### src/rtl/mm_console_pkg.sv
// Shared definitions for the console master byte protocol: control characters,
// escape mask and the decoder state encoding.
package mm_console_pkg;

  localparam logic [7:0] SOP_CHAR = 8'h7A;
  localparam logic [7:0] EOP_CHAR = 8'h7B;
  localparam logic [7:0] CHN_CHAR = 8'h7C;
  localparam logic [7:0] ESC_CHAR = 8'h7D;
  localparam logic [7:0] ESC_XOR  = 8'h20;

  typedef enum logic [1:0] {
    ST_NORMAL,
    ST_ESC,
    ST_CHAN,
    ST_CHAN_ESC
  } dec_state_e;

  function automatic logic is_control(input logic [7:0] b);
    return (b == SOP_CHAR) || (b == EOP_CHAR) || (b == CHN_CHAR) || (b == ESC_CHAR);
  endfunction

endpackage

### src/rtl/mm_console_master_bytes_to_packets_if.sv
// Byte-stream input and Avalon-ST packet output of the console byte decoder.
// slave is the decoder's view; master is the surrounding environment.
interface mm_console_master_bytes_to_packets_if;

  logic       in_ready;
  logic       in_valid;
  logic [7:0] in_data;
  logic       out_ready;
  logic       out_valid;
  logic [7:0] out_data;
  logic       out_startofpacket;
  logic       out_endofpacket;
  logic [7:0] out_channel;

  modport slave (
    output in_ready,
    input  in_valid, in_data, out_ready,
    output out_valid, out_data, out_startofpacket, out_endofpacket, out_channel
  );

  modport master (
    input  in_ready,
    output in_valid, in_data, out_ready,
    input  out_valid, out_data, out_startofpacket, out_endofpacket, out_channel
  );

endinterface

### src/rtl/mm_console_master_bytes_to_packets.sv
// Decodes the console byte stream (SOP/EOP/channel markers, escapes) into a
// registered Avalon-ST packet stream with a one-entry output register.
module mm_console_master_bytes_to_packets
  import mm_console_pkg::*;
(
  input  logic clk,
  input  logic reset,
  mm_console_master_bytes_to_packets_if.slave st
);

  dec_state_e state;
  logic       sop_pend;
  logic       eop_pend;
  logic [7:0] chan_q;

  logic       accept;
  logic       emit;
  logic [7:0] emit_data;

  // The output register can take a new byte whenever it is empty or draining.
  assign st.in_ready = st.out_ready || !st.out_valid;
  assign accept      = st.in_valid && st.in_ready;

  // NOTE: every output of this block gets a default first so no latch is inferred.
  always_comb begin
    emit      = 1'b0;
    emit_data = st.in_data;
    if (accept) begin
      unique case (state)
        ST_NORMAL: emit = !is_control(st.in_data);
        ST_ESC: begin
          emit      = 1'b1;
          emit_data = st.in_data ^ ESC_XOR;
        end
        default: emit = 1'b0;
      endcase
    end
  end

  // NOTE: sequential state uses non-blocking assignments only.
  always_ff @(posedge clk or posedge reset) begin
    if (reset) begin
      state    <= ST_NORMAL;
      sop_pend <= 1'b0;
      eop_pend <= 1'b0;
      chan_q   <= '0;
    end else if (accept) begin
      unique case (state)
        ST_NORMAL: begin
          case (st.in_data)
            SOP_CHAR: begin
              sop_pend <= 1'b1;
              eop_pend <= 1'b0;
            end
            EOP_CHAR: eop_pend <= 1'b1;
            CHN_CHAR: state    <= ST_CHAN;
            ESC_CHAR: state    <= ST_ESC;
            default: begin
              sop_pend <= 1'b0;
              eop_pend <= 1'b0;
            end
          endcase
        end
        ST_ESC: begin
          sop_pend <= 1'b0;
          eop_pend <= 1'b0;
          state    <= ST_NORMAL;
        end
        ST_CHAN: begin
          if (st.in_data == ESC_CHAR) begin
            state <= ST_CHAN_ESC;
          end else begin
            chan_q <= st.in_data;
            state  <= ST_NORMAL;
          end
        end
        ST_CHAN_ESC: begin
          chan_q <= st.in_data ^ ESC_XOR;
          state  <= ST_NORMAL;
        end
      endcase
    end
  end

  // NOTE: the output register is cleared on reset so a held byte never survives it.
  always_ff @(posedge clk or posedge reset) begin
    if (reset) begin
      st.out_valid         <= 1'b0;
      st.out_data          <= '0;
      st.out_startofpacket <= 1'b0;
      st.out_endofpacket   <= 1'b0;
      st.out_channel       <= '0;
    end else if (emit) begin
      // The channel tag is sampled here, so a later channel change cannot retag a held byte.
      st.out_valid         <= 1'b1;
      st.out_data          <= emit_data;
      st.out_startofpacket <= sop_pend;
      st.out_endofpacket   <= eop_pend;
      st.out_channel       <= chan_q;
    end else if (st.out_ready) begin
      st.out_valid <= 1'b0;
    end
  end

endmodule

### src/flat_wrapper.sv
// flat-port wrapper written by rule: the top's interface ports become plain ports
module mm_console_master_bytes_to_packets_flat import mm_console_pkg::*;
  (clk, reset, st_in_ready, st_in_valid, st_in_data, st_out_ready, st_out_valid, st_out_data, st_out_startofpacket, st_out_endofpacket, st_out_channel);
  mm_console_master_bytes_to_packets_if st_i ();
  input  logic clk;
  input  logic reset;
  output wire logic [$bits(st_i.in_ready)-1:0] st_in_ready;
  input wire logic [$bits(st_i.in_valid)-1:0] st_in_valid;
  input wire logic [$bits(st_i.in_data)-1:0] st_in_data;
  input wire logic [$bits(st_i.out_ready)-1:0] st_out_ready;
  output wire logic [$bits(st_i.out_valid)-1:0] st_out_valid;
  output wire logic [$bits(st_i.out_data)-1:0] st_out_data;
  output wire logic [$bits(st_i.out_startofpacket)-1:0] st_out_startofpacket;
  output wire logic [$bits(st_i.out_endofpacket)-1:0] st_out_endofpacket;
  output wire logic [$bits(st_i.out_channel)-1:0] st_out_channel;
  assign st_in_ready = st_i.in_ready;
  assign st_i.in_valid = st_in_valid;
  assign st_i.in_data = st_in_data;
  assign st_i.out_ready = st_out_ready;
  assign st_out_valid = st_i.out_valid;
  assign st_out_data = st_i.out_data;
  assign st_out_startofpacket = st_i.out_startofpacket;
  assign st_out_endofpacket = st_i.out_endofpacket;
  assign st_out_channel = st_i.out_channel;
  mm_console_master_bytes_to_packets u_core (.clk(clk), .reset(reset), .st(st_i));
endmodule
### config.mk
export PLATFORM = sky130hd
export DESIGN_NAME = mm_console_master_bytes_to_packets_flat
export DESIGN_NICKNAME = d
export VERILOG_FILES = /design/src/rtl/mm_console_pkg.sv /design/src/rtl/mm_console_master_bytes_to_packets_if.sv /design/src/rtl/mm_console_master_bytes_to_packets.sv /design/src/flat_wrapper.sv
export SDC_FILE = /design/constraint.sdc
export NUM_CORES = 1
export LEC_CHECK = 0
export CORE_UTILIZATION = 35
export DETAILED_ROUTE_END_ITERATION = 12
export SETUP_SLACK_MARGIN = 0.3
export SLEW_MARGIN = 30
export SYNTH_ARGS = -nofsm -noshare
export SYNTH_HDL_FRONTEND = slang
export SYNTH_SLANG_ARGS = --single-unit
### constraint.sdc
create_clock -name clk -period 2.45 [get_ports clk]
set_input_delay 0.3675 -clock clk [delete_from_list [all_inputs] [get_ports clk]]
set_output_delay 0.3675 -clock clk [all_outputs]
set_load 0.02 [all_outputs]
Yosys cells after proc, flatten, opt, wreduce, memory -nomap -nowiden --
Cells that the tools add are included.
Word-level totals: register bits 31, input port bits 12, output and inout port bits 20, logic and storage cells 54
Operators by class: equality and inequality tests 11, mux-type cells 15, bitwise gates (word level) 1, reductions and logical operators 18
Operators with widths (count):
- 8-bit by 7-bit == test with 1-bit output, second input constant | 4
- 8-bit case mux with 2 select lines | 1
- 6-bit 2-to-1 mux | 2
- 1-bit case mux with 2 select lines | 5
- 3-bit AND reduction | 3
- 8-bit 2-to-1 mux | 1
- 2-bit inequality test, second input constant | 3
- 2-bit case mux with 3 select lines | 1
- 2-bit nonzero test | 3
- 2-bit == test, second input constant | 2
- 1-bit logical OR | 4
- 2-bit case mux with 2 select lines | 1
- 2-bit OR reduction | 2
- 1-bit 2-to-1 mux | 3
- 3-bit by 1-bit inequality test with 1-bit output, second input constant | 1
- 3-bit OR reduction | 1
- 2-bit by 1-bit == test with 1-bit output, second input constant | 1
- 1-bit zero test | 2
- 2-bit zero test | 1
- 2-bit 2-to-1 mux | 1
- 2-bit AND reduction | 1
- 1-bit logical AND | 1
- 1-bit NOT | 1

Depth between registers and ports, before layout --
depth after elaboration 8, depth in mapped cells 7, gate-level depth less buffers 4

Worst setup path after synthesis --
No wires, ideal clock.
path type reg-to-reg, from register u_core.st.out_valid, to register u_core.st.out_channel[0], arrival 1572 ps, required time 2325 ps, path slack 752 ps, stages on the path, launching flop included 8, path through dfrtp_1 -> nand2b_1 -> buf_4 -> nand2_1 -> a21o_1 -> buf_6 -> buf_12 -> mux2_4
Between the ends: longest elaborated chain between the ends 4
Ends and longest elaborated chain:
- start: declaration | line mm_console_master_bytes_to_packets_if.sv:18 | output out_valid, out_data, out_startofpacket, out_endofpacket, out_channel
- start signal: assignment | line mm_console_master_bytes_to_packets.sv:88 | st.out_valid <= 1'b0;
- start signal: assignment | line mm_console_master_bytes_to_packets.sv:95 | st.out_valid <= 1'b1;
- start signal: assignment | line mm_console_master_bytes_to_packets.sv:101 | st.out_valid <= 1'b0;
- 1-bit zero test | line mm_console_master_bytes_to_packets.sv:21 | assign st.in_ready = st.out_ready || !st.out_valid;
- 1-bit logical OR | line mm_console_master_bytes_to_packets.sv:21
- via st_in_ready | line flat_wrapper.sv:7 | output wire logic [$bits(st_i.in_ready)-1:0] st_in_ready;
- 1-bit logical AND | line mm_console_master_bytes_to_packets.sv:22 | assign accept = st.in_valid && st.in_ready;
- 1-bit 2-to-1 mux | line mm_console_master_bytes_to_packets.sv:28 | if (accept) begin
- end signal: assignment | line mm_console_master_bytes_to_packets.sv:99 | st.out_channel <= chan_q;
- end: declaration | line mm_console_master_bytes_to_packets_if.sv:18
The timed path passes the listed nets, and every way through them passes these cells. A chain may end at the register's enable or synchronous reset.

Final worst setup path --
from input port st_in_data[7], to register u_core.st.out_channel[6]
Between the ends: longest elaborated chain between the ends 7, elaborated cells between the ends (all ways) 10, classes of those cells 4 x eq/ne; 2 x mux; 4 x reduce/logical
Ends and longest elaborated chain:
- start: declaration | line flat_wrapper.sv:9 | input wire logic [$bits(st_i.in_data)-1:0] st_in_data;
- 8-bit by 7-bit == test with 1-bit output | line mm_console_pkg.sv:19 | return (b == SOP_CHAR) || (b == EOP_CHAR) || (b == CHN_CHAR) || (b == ESC_CHAR);
- 1-bit logical OR (2 in series) | line mm_console_pkg.sv:19
- 1-bit logical OR * | line mm_console_pkg.sv:19
- 1-bit zero test * | line mm_console_master_bytes_to_packets.sv:30 | ST_NORMAL: emit = !is_control(st.in_data);
- 1-bit case mux with 2 select lines * | line mm_console_master_bytes_to_packets.sv:29 | unique case (state)
- 1-bit 2-to-1 mux * | line mm_console_master_bytes_to_packets.sv:28
Mark *: on every way between the ends. The rest lies on a longest branch, timed or not.

==> results.cfg <==
[logic_synthesis]
synth-xor-area-share_pct = 1.85
synth_area_mm2 = 0.00142
synth_top_family_by_area = multiplexers
syn_avg_cell_area_um2 = 13.2
synth-compound-area-share_pct = 10.7
syn_inst = 108
synthSimpleGateAreaFrac_pct = 9.07
yosys_warnings = 0
syn_nets = 120
ys_seq_area_share_pct = 54.6
ys_ff_latch = 31
synthAdderAreaFrac_pct = 0
synth_cell_types = 33
synth_mux_area_share_pct = 19.3

[clocking]
cts_made_buffers = 5
root_buffer = clkbuf_8
cts.clk_slew.worst_paths_ns = 0.06
cts_tree = yes
h-tree-depth = 2
clockBufferDepth = 2
insertion_delay_ns = 0.28
cts_sinks = 31

[floorplan]
core_region_area_mm2 = 0.00377
die_h_um = 65.7
die_area_mm2 = 0.00432
ios = 32
start_util_pct = 37.7
fp-row-count = 22
dieWidth_um = 65.7

[sta]
slew_violations = 0
setup_tns_ns = 0
hold_viol = 0
fin_skew_ns = 0.00314
setup_viol = 0
max_freq_ghz = 0.521
final.period_utilization_pct = 78.4
period_needed_ns = 1.92
grt_setup_unrepaired = false
slew-limit-headroom_pct = 73.8
worstMarginPinSlew_ns = 0.393

[critical_path]
required_ns = 2.62
arrival_ns = 2.09
critPathMaxFanout = 16
endpoint_kind = register
crit_type = in -> reg
critPathLaunchType = input port
ff2ff_path_depth = 5

[placed_design]
dp_hpwl_um = 2020
portBuffers = 31
place.gp.congestion = 0.876

[job]
maxCapViolCount = 0

[drt]
wire_per_inst_um = 14.9
drt_iter0_drc = 29
drc = 0
drtPass1Iterations = 4
viasPerCell = 5.08
ant_nets = 0
wl_um = 2900
num_vias = 990

[global_route]
overflow = 0
grt_pass1_vias = 1045
antenna_found_initial = 0
grt_pass1_wl_um = 4900
grtUsageTotal_pct = 15.8
grt_max_degree = 32

[cells_and_area]
antenna_cells = 0
final_util_pct = 50.4
area_delta_synth_final_pct = 33.7
layout_commonest_cell = dfrtp_1
mostFrequentLayoutCells = dfrtp_1, clkdlybuf4s50_1, nand2_1, mux2_2, mux2_4
drive_gt1_share_pct = 26.5
nets = 158

[hold_path]
hold_class = in -> async

[power]
p_leak_nw = 0.885
peakVddDrop_uv = 283
p_per_area_mw_per_mm2 = 702

[status]
status = completed
==> cells in the mapped netlist (all sizes together) <==
cell type | number | area share [%]
a21bo | 1 | 0.70
and2b | 1 | 0.53
buf | 4 | 3.5
nand3 | 2 | 0.70
o22a | 1 | 0.62
a31oi | 1 | 0.44
o21ai | 2 | 0.70
a22o | 1 | 0.70
nand2b | 2 | 0.88
o22ai | 3 | 1.3
nand2 | 11 | 2.9
and4b | 1 | 0.70
nor3 | 1 | 0.35
xnor2 | 2 | 1.2
a31o | 2 | 1.2
xor2 | 1 | 0.62
o221ai | 1 | 0.62
mux2 | 21 | 19
a21o | 1 | 0.53
a32o | 1 | 0.70
inv | 4 | 1.1
dfrtp | 31 | 55
and2 | 1 | 0.62
a21oi | 4 | 1.4
nand4 | 2 | 0.88
a2bb2oi | 1 | 0.62
nor2b | 2 | 1.1
o31ai | 2 | 1.1
and3 | 1 | 0.44
==> routing by layer <==
layer / share of wire (%) / track usage, %
met5: 0 / 0
met1: 47 / 20.2
met3: 6.0 / 5.56
met2: 45 / 23.6
met4: 2.1 / 7.34
==> timing repair <==
action / 4_1_cts / 5_1_grt
buffers inserted: 0 / 0
hold buffers: 0 / 0
hold endpoints to repair: 0 / 0
gates resized for setup: 1 / 0
endpoints found under the setup margin: 1 / 0
==> path summary, 6_finish.rpt <==
kind	startpoint	to	slack [ns]
min reg2reg	u_core.chan_q[7]$_DFFE_PP0P_	u_core.st.out_channel[7]$_DFFE_PP0P_	0.50
min in group clk	u_core.chan_q[7]$_DFFE_PP0P_	u_core.st.out_channel[7]$_DFFE_PP0P_	0.50
max	st_in_data[7]	u_core.st.out_channel[6]$_DFFE_PP0P_	0.53
max in group asynchronous	reset	u_core.st.out_data[6]$_DFFE_PP0P_	1.70
max reg2reg	u_core.state[1]$_DFFE_PP0P_	u_core.st.out_data[4]$_DFFE_PP0P_	0.83
min	reset	u_core.state[1]$_DFFE_PP0P_	0.45
==> cells by family (layout without fill, tap and decap cells) <==
family,count (synthesis),after routing
mux,21,21
flops,31,31
xor+xnor,3,3
buf+inv,8,47
compound gates,21,21
simple gates,24,24
==> power by group <==
part	switching (W)	total [W]	internal, W
sequential	0.0000243	0.000576	0.000551
clock	0.000181	0.000510	0.000329
combinational	0.000114	0.000249	0.000135
==> through the flow <==
step                instance area (µm²)  hold WS (ns)  worst slack, ns  instances  total power (W)
floorplan                          1420         0.460            0.752        108         0.000724
global placement                   1780         0.482            0.258        187         0.000832
detailed placement                 1780         0.487            0.240        187         0.000834
CTS                                1900         0.469            0.531        195          0.00136
global route                       1900         0.508            0.463        195          0.00140
finish                             1900         0.454            0.529        195          0.00133
==> critical path, stage by stage <==
cell,delay [ns]
clkdlybuf4s50_1,0.46
and4b_1,0.34
and2_4,0.22
a21o_1,0.17
buf_12,0.17
mux2_2,0.34
==> registers in the layout (all words and copies together) (netlist names) <==
register / flops
u_core.sop_pend: 1
u_core.eop_pend: 1
u_core.st.out_channel: 8
u_core.state: 2
u_core.st.out_valid: 1
u_core.st.out_startofpacket: 1
u_core.st.out_data: 8
u_core.chan_q: 8
u_core.st.out_endofpacket: 1
==> cell type report <==
cell class              count  area, µm²
well taps                  48       60.1
multi-input cells          69        581
repair buffers             35        352
fillers                   326       1870
inverters                   4       15.0
clock buffers               6       82.6
flip-flops and latches     31        776
clock inverters             2       35.0
Power figures use the tool's default switching activity.
==> patch 1, RTL diff (same settings) <==
The 4 states of `dec_state_e` get a one-hot encoding in 4 bits.
--- a/src/rtl/mm_console_pkg.sv
+++ b/src/rtl/mm_console_pkg.sv
@@ -8,11 +8,11 @@
   localparam logic [7:0] ESC_CHAR = 8'h7D;
   localparam logic [7:0] ESC_XOR  = 8'h20;
 
-  typedef enum logic [1:0] {
-    ST_NORMAL,
-    ST_ESC,
-    ST_CHAN,
-    ST_CHAN_ESC
+  typedef enum logic [3:0] {
+    ST_NORMAL   = 4'b0001,
+    ST_ESC      = 4'b0010,
+    ST_CHAN     = 4'b0100,
+    ST_CHAN_ESC = 4'b1000
   } dec_state_e;
 
   function automatic logic is_control(input logic [7:0] b);
Function: no difference found for any inputs over 10 cycles, from zero or initial values and one cycle with reset high; not proved beyond that.
==> patch 1 against the unedited design <==
  * Non-clock buffer count grew 7
  * Synthesized cell count grew 8.3%
  * Routed wire length grew 9.8%
  * Highest routed layer unchanged
  * Utilization grew 0.75 points
  * First-iteration DRC count grew 120%
  * Final area grew 12%
  * Area after synthesis grew 10%
  * Largest cell class unchanged
  * Fmax shrank 5.7%
  * Critical endpoint is now u_core.chan_q[6]
  * Final cell count grew 9.2%
  * Worst setup slack lost 0.12 ns
  * Critical path depth shrank 1
  * Sequential cell count grew 2
Power is not compared: it rests on default switching activity, and its combinational part moved more than twofold at a synthesized area within 25%.
==> patch 1: results (changes against the unedited design) <==
area of combinational cells with multiple inputs 697 um2 (+20%); number of library cell types mapped by synthesis 36 (+9.1%); most numerous cell types in the synthesized netlist sky130_fd_sc_hd__dfrtp_1 (32), sky130_fd_sc_hd__mux2_2 (16), sky130_fd_sc_hd__mux2_4 (10), sky130_fd_sc_hd__nand2_1 (9), sky130_fd_sc_hd__o21ai_0 (5); gp weighted congestion 0.823 (-6.1%); post-placement cell area 0.00194 mm2 (+8.8%); area fraction in compound gates after synthesis 0.0917 (-0.0148); final wirelength 3180 um (+9.8%); non-filler instance count after layout 213 (+9.2%); starting DRC count in detailed routing 65 (+120%); all-layer global routing usage 0.151 (-0.00656); cell types with the largest area share after synthesis sky130_fd_sc_hd__dfrtp_1 (51%), sky130_fd_sc_hd__mux2_2 (11%), sky130_fd_sc_hd__mux2_4 (9.6%), sky130_fd_sc_hd__nand2_1 (2.2%), sky130_fd_sc_hd__buf_6 (2.2%); routed length on met1 1540 um (+13%); global routing met2 resource utilization 0.214 (-0.0224); portion of the layout cell area used by clock cells 0.0478 (-0.0141); cell count after placement 201 (+7.5%); xor and xnor fraction of the mapped netlist area 0.0223 (+0.00384); leakage power around 0.9 nW; met1 track demand over resource in global routing 0.214 (+0.0120); fraction of the mapped netlist area in adder cells 0 (unchanged); buffer count excluding the clock tree in the final layout 42 (+20%); estimated wirelength of the detail-placed design 2170 um (+7.8%); clock group total power about 0.45 mW; number of filler cells placed in the layout 384 (+18%); class of the tightest hold or removal check in -> async; critical path arrival 2.20 ns (+0.11 ns); number of warnings issued by yosys 0 (unchanged); count of clock-net buffers in the final layout 7 (+1); Antenna Diode Count 0 (unchanged); proportion of synthesized chip area in sequential cells 0.527 (-0.0187); Synth Net Count 129 (+7.5%); wire length of the first global-routing pass 5060 um (+3.4%); Finished Cell Area 0.00212 mm2 (+12%); #MultiIn Comb 77 (+12%); source-to-sink clock delay at the later pin of the worst-skew pair 0.28 ns (about the same); result of the run complete, no violations; worst slack at placement 0.00532 ns (-0.235 ns); maximum fanout along the worst path 9 (-7); met2 wire length 1410 um (+8.9%); routed wl met3 209 um (+19%); met3 track utilization from global routing 0.0444 (-0.0111); Signal inverters 3 (-1); post-synthesis average cell area 13.4 um2 (+1.9%); final core occ 0.511 (+0.00749); share of final-layout standard cells stronger than drive strength 1 0.325 (+0.0598); vias in the first global route 1,047 (+0.19%); number of I/O port buffers 31 (unchanged); Clk Tree Root Cell sky130_fd_sc_hd__clkbuf_8; Setup Skew 0.00463 ns (+0.00149 ns); CTS Buffer Depth 2 (unchanged); portion of the layout cell area used by non-clock buffers 0.198 (+0.0134); total power approximately 2.5 mW; actual slew at the worst max-slew pin 0.431 ns (+0.0384 ns); portion of netlist area occupied by mux cells 0.211 (+0.0177); final-stage net count 174 (+10%); largest net degree at the start of global routing 34 (+6.3%); Primary FF master, synth sky130_fd_sc_hd__dfrtp_1; #FFs+latches synth 33 (+6.5%); Vias 1,083 (+9.4%); Sequential cell area 827 um2 (+6.6%)
-- patch 1: changes by cell type after synthesis, moves of 2 or more --
cell | unedited run | this run
sky130_fd_sc_hd__a21oi_1 | 4 | 1
sky130_fd_sc_hd__o22ai_1 | 3 | 0
sky130_fd_sc_hd__nand2_1 | 11 | 9
sky130_fd_sc_hd__a31o_2 | 2 | 0
sky130_fd_sc_hd__mux2_2 | 11 | 16
sky130_fd_sc_hd__nor4_1 | 0 | 2
sky130_fd_sc_hd__o2bb2ai_1 | 0 | 2
sky130_fd_sc_hd__o21ai_0 | 2 | 5
sky130_fd_sc_hd__a211oi_1 | 0 | 2
-- patch 1: worst max-delay path, cell delays in order (launching register included) --
cell and delay, ns:
sky130_fd_sc_hd__dfrtp_1 0.51, sky130_fd_sc_hd__nor2b_1 0.39, sky130_fd_sc_hd__o2111ai_1 0.29, sky130_fd_sc_hd__a31oi_4 0.23
sky130_fd_sc_hd__buf_4 0.17, sky130_fd_sc_hd__mux2_2 0.33
-- patch 1: final timing paths --
| check | startpoint | end | slack [ns] | cells past startpoint |
|---|---|---|---|---|
| min reg2reg | u_core.chan_q[0] | u_core.chan_q[0] | 0.50 | 1 |
| min | reset | u_core.chan_q[0] | 0.47 | 3 |
| min in group clk | u_core.chan_q[0] | u_core.chan_q[0] | 0.50 | 1 |
| max in group asynchronous | reset | u_core.state[0] | 1.66 | 3 |
| max reg2reg | u_core.state[2] | u_core.chan_q[6] | 0.41 | 5 |
| max | u_core.state[2] | u_core.chan_q[6] | 0.41 | 5 |
-- patch 1: repair_timing --
action | CTS | global route
hold endpoints to repair | 0 | 0
gates resized for setup | 0 | 4
buffers inserted | 2 | 2
setup endpoints to repair | 18 | 11
pin swaps | 1 | 0
==> patch 2, RTL diff (same flow settings) <==
Made on the original files. Reset style: synchronous (`reset`), changed in 2 clocked blocks.
--- a/src/rtl/mm_console_master_bytes_to_packets.sv
+++ b/src/rtl/mm_console_master_bytes_to_packets.sv
@@ -38,7 +38,7 @@
   end
 
   // NOTE: sequential state uses non-blocking assignments only.
-  always_ff @(posedge clk or posedge reset) begin
+  always_ff @(posedge clk) begin
     if (reset) begin
       state    <= ST_NORMAL;
       sop_pend <= 1'b0;
@@ -83,7 +83,7 @@
   end
 
   // NOTE: the output register is cleared on reset so a held byte never survives it.
-  always_ff @(posedge clk or posedge reset) begin
+  always_ff @(posedge clk) begin
     if (reset) begin
       st.out_valid         <= 1'b0;
       st.out_data          <= '0;
Formal check against the unedited RTL: differs if reset is asserted again (counterexample within 4 cycles, from zero or initial values and one cycle with reset high); with reset held inactive, the same outputs for 10 cycles.
==> patch 2 against the unedited design <==
  * Final area is 4.7% lower
  * Final cell count is 14% higher
  * Via count is 17% higher
  * Sequential power is 9.4% lower
  * Register-to-register slack better by 0.06 ns
  * Sequential cell count stayed put
  * First-iteration DRC count is 72% higher
  * Largest power group unchanged
  * Synthesized cell count is 30% higher
  * Non-clock buffer count is 1 higher
  * Worst setup slack worse by 0.022 ns
  * Routed wire length is 5.2% higher
  * Total power is 18% lower
  * Area after synthesis is 3.8% lower
==> patch 2: results (changes against the unedited design) <==
result of the run complete, no violations; most numerous cell types in the synthesized netlist sky130_fd_sc_hd__dfxtp_1 (31), sky130_fd_sc_hd__nand2_1 (20), sky130_fd_sc_hd__nor3_1 (15), sky130_fd_sc_hd__a31o_1 (14), sky130_fd_sc_hd__mux2i_1 (8); wire per inst 13.7 um (-7.6%); number of library cell types mapped by synthesis 37 (+12%); critical path arrival 2.11 ns (+0.02 ns); largest net degree at the start of global routing 24 (-25%); Max Cap Viol 0 (unchanged); number of filler cells placed in the layout 358 (+9.8%); gp weighted congestion 0.845 (-3.6%); maximum cell stage delay along the critical path 0.58 ns (+0.12 ns); Resized Gates After CTS 0 (-1); Antenna Diode Count 0 (unchanged); async set or reset register ratio after synthesis 0 (-1.00); proportion of synthesized chip area in sequential cells 0.454 (-0.0920); Primary FF master, synth sky130_fd_sc_hd__dfxtp_1; final-stage net count 185 (+17%); buffers inserted by post-CTS timing repair 0 (unchanged); leakage power 0.716 nW (-19%); maximum vdd ir drop 368 uV (+30%); class of the tightest hold or removal check reg -> reg; share of final-layout standard cells stronger than drive strength 1 0.132 (-0.133); highest-delay cell along the critical path sky130_fd_sc_hd__clkdlybuf4s50_1; remaining max-slew budget at the tightest pin 0.535 (-0.203); vias in the first global route 1,170 (+12%); met2 wire length 1450 um (+11%); starting DRC count in detailed routing 50 (+72%); Synth Net Count 152 (+27%); final wirelength 3050 um (+5.2%); wire length of the first global-routing pass 5300 um (+8.2%); Setup Skew 0.00279 ns (-0.000342 ns); cells on worst reg2reg path 4 (-1); all-layer global routing usage 0.165 (+0.00714); routed length on met1 1430 um (+5.1%); routed wl met3 121 um (-31%); cell types with the largest area share after synthesis sky130_fd_sc_hd__dfxtp_1 (45%), sky130_fd_sc_hd__a31o_1 (9.0%), sky130_fd_sc_hd__mux2i_1 (5.9%), sky130_fd_sc_hd__nand2_1 (5.5%), sky130_fd_sc_hd__nor3_1 (5.5%)
## patch 2: worst paths after layout
kind / startpoint / slack (ns) / to
setup / recovery: st_in_data[5] / 0.51 / u_core.st.out_data[1]
hold / removal: u_core.chan_q[2] / 0.48 / u_core.chan_q[2]
hold reg to reg: u_core.chan_q[2] / 0.48 / u_core.chan_q[2]
setup reg to reg: u_core.st.out_valid / 0.89 / u_core.st.out_channel[5]
## patch 2: power by group
part | total, mW | switching (mW) | leakage (nW) | internal [mW]
Sequential | 0.522 | 0.00630 | 0.252 | 0.516
Clock | 0.439 | 0.184 | 0.0505 | 0.255
Combinational | 0.128 | 0.0701 | 0.414 | 0.0583
## patch 2: layer usage
layer	up-vias	global-route usage
met5	-	0
met4	0	0.0667
met3	5	0.0335
met2	28	0.272
met1	553	0.209
li1	576	-
## patch 2: cell type report
class / count / area, um2 / share of cell area
Inverter: 3 / 11.3 / 0.00622
Sequential cell: 31 / 621 / 0.343
Clock inverter: 1 / 7.51 / 0.00415
Timing Repair Buffer: 36 / 350 / 0.194
Clock buffer: 7 / 96.3 / 0.0532
Multi-Input combinational cell: 96 / 664 / 0.367
Tap cell: 48 / 60.1 / 0.0332
## patch 2: logic make-up (layout without fill, tap and decap cells)
family / Yosys count / after routing / share of synthesized area
buffers and inverters: 13 / 47 / 0.0604
AND/OR/NAND/NOR: 57 / 57 / 0.251
flip-flops: 31 / 31 / 0.454
AO/OA/AOI/OAI: 28 / 28 / 0.157
XOR/XNOR: 3 / 3 / 0.0192
multiplexers: 8 / 8 / 0.0586
## patch 2: tightest hold or removal path, cell delays in order, from the launching register on
cell	delay, ns
sky130_fd_sc_hd__dfxtp_1	0.30
sky130_fd_sc_hd__nand2_1	0.07
sky130_fd_sc_hd__mux2i_1	0.06
## patch 2: per-stage QoR
step	area, um2	worst slack, ns	instances
2_1_floorplan	1370	0.930	140
3_3_place_gp	1700	0.262	214
3_5_place_dp	1700	0.251	214
4_1_cts	1810	0.331	222
5_1_grt	1810	0.430	222
6_report	1810	0.507	222
